[src/rtl/pipe_stage_buf.sv]
`default_nettype none
// ============================================================================
//  Module      : pipe_stage_buf
//  Description : Elastic inter-stage pipeline register with valid/ready
//                handshake, optional skid entry (registered in_ready) and a
//                synchronous flush that forces a bubble on the control field.
//  Revision    : 1.0 - initial release
// ============================================================================
module pipe_stage_buf #(
  parameter int                 DATA_W      = 96,
  parameter int                 CTRL_W      = 16,
  parameter logic [CTRL_W-1:0]  CTRL_BUBBLE = '0,
  parameter int                 SKID        = 1
) (
  input  logic              clk,
  input  logic              rst,
  input  logic              flush,
  input  logic              in_valid,
  output logic              in_ready,
  input  logic [DATA_W-1:0] in_data,
  input  logic [CTRL_W-1:0] in_ctrl,
  output logic              out_valid,
  input  logic              out_ready,
  output logic [DATA_W-1:0] out_data,
  output logic [CTRL_W-1:0] out_ctrl,
  output logic [1:0]        out_count
);

  // State values equal the number of entries held, so the count output is
  // simply the state register.
  typedef enum logic [1:0] {
    ST_EMPTY = 2'd0,
    ST_HALF  = 2'd1,
    ST_FULL  = 2'd2
  } state_t;

  localparam logic [DATA_W-1:0] c_DATA_CLR = '0;

  state_t              r_state;
  logic [DATA_W-1:0]   r_head_data;
  logic [CTRL_W-1:0]   r_head_ctrl;
  logic [DATA_W-1:0]   r_skid_data;
  logic [CTRL_W-1:0]   r_skid_ctrl;

  state_t              w_state_nxt;
  logic [DATA_W-1:0]   w_head_data_nxt;
  logic [CTRL_W-1:0]   w_head_ctrl_nxt;
  logic [DATA_W-1:0]   w_skid_data_nxt;
  logic [CTRL_W-1:0]   w_skid_ctrl_nxt;

  logic                w_in_ready;
  logic                w_out_valid;
  logic                w_in_fire;
  logic                w_out_fire;

  assign w_out_valid = (r_state != ST_EMPTY);
  assign w_in_fire   = in_valid & w_in_ready;
  assign w_out_fire  = w_out_valid & out_ready;

  // in_ready source depends on the skid option: a flop decoded from the
  // next state (no out_ready -> in_ready path) or the classic combinational
  // "empty or draining" term.
  generate
    if (SKID != 0) begin : g_skid_ready
      logic r_in_ready;

      // Registered ready: low only while both entries are occupied.
      always_ff @(posedge clk or posedge rst) begin
        if (rst) begin
          r_in_ready <= 1'b1;
        end else begin
          r_in_ready <= (w_state_nxt != ST_FULL);
        end
      end

      assign w_in_ready = r_in_ready;
    end else begin : g_comb_ready
      assign w_in_ready = ~w_out_valid | out_ready;
    end
  endgenerate

  // Next-state and entry update. Empty entries always hold zero data and the
  // bubble control value so downstream never sees garbage.
  always_comb begin
    w_state_nxt     = r_state;
    w_head_data_nxt = r_head_data;
    w_head_ctrl_nxt = r_head_ctrl;
    w_skid_data_nxt = r_skid_data;
    w_skid_ctrl_nxt = r_skid_ctrl;

    if (flush) begin
      // Flush discards held entries and any same-cycle transfer.
      w_state_nxt     = ST_EMPTY;
      w_head_data_nxt = c_DATA_CLR;
      w_head_ctrl_nxt = CTRL_BUBBLE;
      w_skid_data_nxt = c_DATA_CLR;
      w_skid_ctrl_nxt = CTRL_BUBBLE;
    end else begin
      case (r_state)
        ST_EMPTY: begin
          if (w_in_fire) begin
            w_state_nxt     = ST_HALF;
            w_head_data_nxt = in_data;
            w_head_ctrl_nxt = in_ctrl;
          end
        end

        ST_HALF: begin
          if (w_in_fire && w_out_fire) begin
            // Back-to-back: the head is replaced in place.
            w_head_data_nxt = in_data;
            w_head_ctrl_nxt = in_ctrl;
          end else if (w_in_fire) begin
            // Only reachable with a skid entry; without it in_ready
            // already requires out_ready while the head is occupied.
            if (SKID != 0) begin
              w_state_nxt     = ST_FULL;
              w_skid_data_nxt = in_data;
              w_skid_ctrl_nxt = in_ctrl;
            end
          end else if (w_out_fire) begin
            w_state_nxt     = ST_EMPTY;
            w_head_data_nxt = c_DATA_CLR;
            w_head_ctrl_nxt = CTRL_BUBBLE;
          end
        end

        ST_FULL: begin
          // in_ready is low here, so only the output side can move.
          if (w_out_fire) begin
            w_state_nxt     = ST_HALF;
            w_head_data_nxt = r_skid_data;
            w_head_ctrl_nxt = r_skid_ctrl;
            w_skid_data_nxt = c_DATA_CLR;
            w_skid_ctrl_nxt = CTRL_BUBBLE;
          end
        end

        default: begin
          w_state_nxt     = ST_EMPTY;
          w_head_data_nxt = c_DATA_CLR;
          w_head_ctrl_nxt = CTRL_BUBBLE;
          w_skid_data_nxt = c_DATA_CLR;
          w_skid_ctrl_nxt = CTRL_BUBBLE;
        end
      endcase
    end
  end

  // State and entry registers, cleared to the bubble on reset.
  always_ff @(posedge clk or posedge rst) begin
    if (rst) begin
      r_state     <= ST_EMPTY;
      r_head_data <= c_DATA_CLR;
      r_head_ctrl <= CTRL_BUBBLE;
      r_skid_data <= c_DATA_CLR;
      r_skid_ctrl <= CTRL_BUBBLE;
    end else begin
      r_state     <= w_state_nxt;
      r_head_data <= w_head_data_nxt;
      r_head_ctrl <= w_head_ctrl_nxt;
      r_skid_data <= w_skid_data_nxt;
      r_skid_ctrl <= w_skid_ctrl_nxt;
    end
  end

  assign in_ready  = w_in_ready;
  assign out_valid = w_out_valid;
  assign out_data  = r_head_data;
  assign out_ctrl  = r_head_ctrl;
  assign out_count = r_state;

endmodule
`default_nettype wire

[config.mk]
export PLATFORM = sky130hd
export DESIGN_NAME = pipe_stage_buf
export DESIGN_NICKNAME = d
export VERILOG_FILES = /design/src/rtl/pipe_stage_buf.sv
export SDC_FILE = /design/constraint.sdc
export NUM_CORES = 1
export LEC_CHECK = 0
export ABC_AREA = 1
export CAP_MARGIN = 20
export CORE_MARGIN = 3
export CORE_UTILIZATION = 45
export CTS_BUF_LIST = sky130_fd_sc_hd__clkbuf_8
export DETAILED_ROUTE_END_ITERATION = 8
export GPL_ROUTABILITY_DRIVEN = 0
export GPL_TIMING_DRIVEN = 0
export PLACE_DENSITY_LB_ADDON = 0.15
export SYNTH_ARGS = -nofsm -noshare
export SYNTH_HDL_FRONTEND = slang
export SYNTH_SLANG_ARGS = --single-unit
[constraint.sdc]
create_clock -name clk -period 12.09 [get_ports clk]
set_input_delay 2.418 -clock clk [delete_from_list [all_inputs] [get_ports clk]]
set_output_delay 2.418 -clock clk [all_outputs]
set_load 0.02 [all_outputs]
==> run_results.csv <==
group,metric,value,unit
synthesis,syn_nets,2008,
clock_network,cts_tree,"built",
worst_setup_path,endpoint,"out_valid",
floorplan,dieArea,29600,um^2
floorplan,rows,60,
synthesis,synth.distinct_cells,16,
clock_network,cts_buffer_depth,3,
worst_setup_path,worstSetupStartpointType,"flip-flop",
sta,slew_violations,0,
drt,avgViaCountPerCell,5.01,
grt,grt_max_degree,123,
worst_setup_path,arrival,2.75,ns
worst_setup_path,r2r_slack,9.81,ns
clock_network,clkLatencyLatePin,0.54,ns
worst_setup_path,critPathKind,"reg -> out",
sta,worstMarginPinSlew,0.832,ns
run,cap_violations,0,
layout,finalNonFillerCells,2537,
worst_setup_path,crit_fanout,10,
drt,drc,0,
drt,via_count,12700,
synthesis,yosysWarnings,0,
placed_design,place_hpwl,26.5,mm
synthesis,syn_avg_cell_area,6.56,um^2
worst_setup_path,timing.rr.start,"out_count[0]",
floorplan,die_w,172,um
grt,gr-usage-all-layers,26.0,%
drt,drtPass1Iterations,7,
floorplan,ios,233,
clock_network,path_clk_slew,0.06,ns
worst_setup_path,endpoint_kind,"primary output",
clock_network,cts.sinks,227,
layout,final_common_cell,"nand2_1",
layout,nets,2284,
layout,drive_above_1_share,6.60,%
drt,antenna_left,0,
grt,grt_pass1_wl,62.1,mm
sta,finalSetupViolCount,0,
grt,grt_pass1_vias,12200,
worst_setup_path,path_common_cell,"buf_2",
clock_network,postCtsResizedCells,0,
sta,fmax,194,MHz
layout,diodes,0,
grt,antenna_found_initial,2,
synthesis,ys_ff_latch,227,
sta,final-hold-violation-count,0,
worst_setup_path,path_cells,"nor2_2 > buf_2 > buf_2 > inv_1 > clkdlybuf4s50_1",
synthesis,postSynthCellCount,1891,
clock_network,postCtsHoldBufs,0,
power,max-vdd-ir-drop,0.0000722,V
drt,first_iter_violations,883,
worst_setup_path,startpoint,"out_count[0]",
layout,syn2layout_area_growth,29.6,%
worst_setup_path,timing.rr.end,"out_data[92]",
drt,routed_wl,38.4,mm
grt,globalRouteOverflowTotal,0,
worst_setup_path,r2r_cells,7,
layout,finalInstanceArea,16100,um^2
floorplan,core_area,27000,um^2
worst_hold_path,min_path_type,"reg -> reg",
placed_design,place_area,15200,um^2
synthesis,seq_area_frac_synth,45.8,%
drt,wire_per_inst,15.1,um
placed_design,port_buffers,231,
clock_network,cts_buffers,42,
placed_design,dp_cells,2464,
sta,period_needed,5.16,ns
sta,skew,0.0220,ns
worst_setup_path,crit_required,9.67,ns
synthesis,syn-cell-area,12400,um^2
worst_setup_path,critPathMaxStageDelay,0.57,ns
clock_network,h-tree-depth,2,
sta,grt_setup_unrepaired,"no",
power,pwr_density_cell,130,nW/um^2
outcome,outcome,"finished clean",
worst_setup_path,crit_slowest_cell,"clkdlybuf4s50_1",
sta,tns,0,ns
sta,relSlewSlack,44.5,%
floorplan,start_util,45.9,%
clock_network,post_cts_buffers,0,
clock_network,clock-root-buffer,"clkbuf_8",
sta,finalCritPeriodShare,42.7,%
layout,layout_common_cells,"nand2_1 (1054), nand3_1 (267), clkdlybuf4s50_1 (231)",
power,leakage,8.74,nW
floorplan,dieHeight,172,um
[worst min-delay path by stage]
stage                         start               to  slack, ns  depth (start not counted)
floorplan            r_skid_ctrl[0]   r_skid_ctrl[0]       0.45                          2
global placement    r_skid_data[93]  r_skid_data[93]       0.46                          2
detailed placement     out_data[67]     out_data[67]       0.46                          2
CTS                 r_skid_data[29]  r_skid_data[29]       0.48                          2
global route           out_data[16]     out_data[16]       0.49                          2
finish              r_skid_data[29]  r_skid_data[29]       0.47                          2
[worst max-delay path, delay by kind of cell (launching register included)]
family | cells | cell delay, ns
buffers and inverters | 4 | 1.36
DFF | 1 | 0.46
and+or+nand+nor | 1 | 0.39
[kinds of logic after synthesis]
kind of cell	share of synthesized area [%]
AO/OA/AOI/OAI	0.161
buffers and inverters	7.56
flip-flops	45.8
AND/OR/NAND/NOR	46.5
[final cells by class]
cell class | count | area, um^2
plain buffers | 134 | 623
clock buffers | 57 | 785
clock inverters | 16 | 118
fillers | 2580 | 10900
inverters | 84 | 323
multi-input cells | 1446 | 5780
flip-flops and latches | 227 | 5680
well taps | 341 | 427
repair buffers | 232 | 2340
[report_power, final]
part           switching, mW  leakage (nW)  internal [mW]
logic                  0.281          5.18          0.176
clock network          0.326         0.506          0.460
registers             0.0316          3.06          0.817
total                  0.639          8.74           1.45
[state kept, by name, indices dropped and copies added, names as in the netlist]
signal / count
r_skid_ctrl: 16
r_skid_data: 96
out_data: 96
in_ready: 1
out_ctrl: 16
out_count: 2
[metrics by stage]
| stage | worst slack (ns) | util [%] | total power [mW] | hold WS (ns) |
|---|---|---|---|---|
| finish | 6.93 | 59.5 | 2.09 | 0.475 |
| global route | 6.85 | 59.5 | 2.20 | 0.493 |
| CTS | 6.89 | 59.5 | 2.11 | 0.480 |
| detailed placement | 7.38 | 56.2 | 1.32 | 0.464 |
| global placement | 0.208 | 56.0 | 1.31 | 0.461 |
| floorplan | 3.45 | - | 1.11 | 0.449 |
[metal layers]
metal / vias to the layer above / track usage (%) / wire length, um
met4: 4 / 8.09 / 1040
met3: 74 / 5.90 / 2970
met2: 433 / 40.9 / 17300
met1: 5863 / 35.9 / 17100
li1: 6349 / - / -
met5: - / 0 / 27
[cells in the mapped netlist]
| library cell | number | area share, % |
|---|---|---|
| nand2_1 | 1054 | 32 |
| nor2_1 | 116 | 3.5 |
| inv_2 | 3 | 0.091 |
| o21ai_0 | 3 | 0.12 |
| dfstp_2 | 1 | 0.21 |
| buf_2 | 63 | 2.5 |
| buf_1 | 20 | 0.61 |
| and2_1 | 1 | 0.050 |
| buf_4 | 11 | 0.67 |
| a21oi_1 | 1 | 0.040 |
| nor2_4 | 1 | 0.091 |
| nand3_1 | 267 | 11 |
| clkbuf_1 | 40 | 1.2 |
| dfrtp_1 | 226 | 46 |
| nor2_2 | 3 | 0.15 |
| inv_1 | 81 | 2.5 |
(Power assumes the default switching activity.)
==> edit (config.mk and constraints unchanged) <==
The parameter `DATA_W` goes from 96 to 192.
--- a/src/rtl/pipe_stage_buf.sv
+++ b/src/rtl/pipe_stage_buf.sv
@@ -7,7 +7,7 @@
 //  Revision    : 1.0 - initial release
 // ============================================================================
 module pipe_stage_buf #(
-  parameter int                 DATA_W      = 96,
+  parameter int                 DATA_W      = 192,
   parameter int                 CTRL_W      = 16,
   parameter logic [CTRL_W-1:0]  CTRL_BUBBLE = '0,
   parameter int                 SKID        = 1
Interface: changed (resized in_data and out_data); port bits go from 233 to 425. No check against the original RTL was run, so the function may have changed too.
==> edit against the original RTL <==
  * Worst setup slack worse by 97 ps
  * Register-to-register slack worse by 380 ps
  * Total power up 80%
  * Design area up 84%
  * Area after synthesis up 84%
  * Final cell count up 86%
  * Routed wire length up 99%
  * Sequential cell count up 192
  * Largest power group unchanged
  * Highest routed layer unchanged
==> edit: results (changes against the original RTL) <==
Reg2Reg Setup Slack - 9430 ps (was 9810 ps)
Distinct cells, synth - 17 (was 16)
WL per Instance - 16.3 um (was 15.1 um)
vias in the first global route - 21,997 (was 12,166)
DRT iter0 DRCs - 1,839 (was 883)
status - finished, final reports clean (unchanged)
router iterations before antenna repair - 5 (was 7)
Mapped Nets - 3,691 (was 2,008)
post-route antenna net violation count - 0 (unchanged)
wl on met1 - 33,800 um (was 17,100 um)
Worst Hold Class - reg2reg (unchanged)
postcts setup bufs - 0 (unchanged)
met3 wire len - 6020 um (was 2970 um)
Area after DPL - 0.0281 mm2 (was 0.0152 mm2)
Max-Cap Viols - 0 (unchanged)
final net count - 4,202 (was 2,284)
mux contribution to synthesized area - 0% (unchanged)
P_leak - 16.1 nW (was 8.74 nW)
Adder-Cell Fraction of Synth Area - 0% (unchanged)
highest ir drop seen on vdd - 0.0758 mV (was 0.0722 mV)
P_int - 2.56 mW (was 1.45 mW)
largest net degree at the start of global routing - 43 (was 123)
share of post-route cells with drive strength above 1 - 6.28% (was 6.60%)
Synth top cells by count - nand2_1 (1,948), nand3_1 (491), dfrtp_1 (418) (was nand2_1 (1,054), nand3_1 (267), dfrtp_1 (226))
Total GRT Usage - 28.4% (was 26.0%)
cell family with most CP delay - buffers and inverters (unchanged)
Worst Skew - 18.8 ps (was 22.0 ps)
critical path's slowest cell - clkdlybuf4s50_1 (unchanged)
post-layout minimum cycle time - 5260 ps (was 5160 ps)
top cells by area, synth - dfrtp_1 (46%), nand2_1 (32%), nand3_1 (11%) (unchanged)
CP peak stage delay - 560 ps
cts bufs inserted - 74 (was 42)
critical-path maximum fanout - 10 (unchanged)
Compound-Gate Fraction of Synth Area - 0.0879% (was 0.161%)
clock transition at the registers of the reported paths - 60 ps (about the same)
Fin Hold WS - 476 ps (was 475 ps)
number of buffers added on ports - 424 (was 231)
Syn. warnings - 0 (unchanged)
sequential fraction of the synthesis area - 46.0% (was 45.8%)
relative slew slack - 20.2% (was 44.5%)
clk root buf - clkbuf_8 (unchanged)
initial antenna violation count - 11 (was 2)
first-pass GRT wire length - 121,000 um (was 62,100 um)
Most used DFF post-synth - dfrtp_1 (unchanged)
htree depth - 3 (was 2)
Clock Tree Buf Depth - 3 (unchanged)
Detail Placement HPWL - 55,300 um (was 26,500 um)
clk_lat worst skew - 650 ps (was 540 ps)
XOR/XNOR share of the synthesized area - 0% (unchanged)
post-cts resize count - 0 (unchanged)
highest routed layer - met5 (unchanged)
CP arrival - 2840 ps (was 2750 ps)
DP Worst Slack - 6970 ps (was 7380 ps)
via density per instance - 4.97 (was 5.01)
met2 routed WL - 34,300 um (was 17,300 um)
-- edit: changes by cell type after synthesis, sizes merged --
cell    change
nand2     +894
nand3     +225
dfrtp     +192
nor2       +96
buf        +69
inv        +63
clkbuf     +48
-- edit: layout make-up --
class / count / area (um2)
timing repair buffer: 435 / 4470
antenna: 9 / 22.5
buffer: 251 / 1120
sequential: 419 / 10500
clock inverter: 35 / 169
tap: 664 / 831
inverter: 147 / 556
clock buffer: 96 / 1320
multi-input combinational: 2661 / 10600
fill: 4784 / 19900
-- edit: power groups by stage --
stage / logic [mW] / registers [mW] / clock network [mW]
5_1_grt: 0.936 / 1.58 / 1.43
6_report: 0.851 / 1.57 / 1.33
4_1_cts: 0.854 / 1.57 / 1.37
3_5_place_dp: 0.851 / 1.59 / 0
2_1_floorplan: 0.368 / 1.67 / 0
3_3_place_gp: 0.836 / 1.59 / 0
-- edit: metal layers --
layer	track usage, %	vias to the layer above
li1	-	11680
met3	6.74	145
met5	0	-
met1	39.0	10783
met4	9.10	4
met2	44.6	836
-- edit: tightest hold or removal path, delay by kind of cell, from the launching register on --
kind / cells / cell delay (ps)
AND/OR/NAND/NOR: 2 / 110
flip-flops: 1 / 330
-- edit: path summary, 6_finish.rpt --
path	startpoint	endpoint	cells past startpoint
hold / removal	r_skid_data[91]	r_skid_data[91]	2
setup reg to reg	in_ready	out_data[58]	8
hold reg to reg	r_skid_data[91]	r_skid_data[91]	2
min in group asynchronous	rst	out_data[187]	2
setup / recovery	out_count[1]	out_valid	5
max in group asynchronous	rst	out_data[92]	6
-- edit: stage by stage --
step | utilization [%] | std cells
after floorplan | - | 3478
after global placement | 56.3 | 4566
after detailed placement | 56.8 | 4577
after CTS | 59.8 | 4708
after global routing | 59.8 | 4715
final | 59.8 | 4717
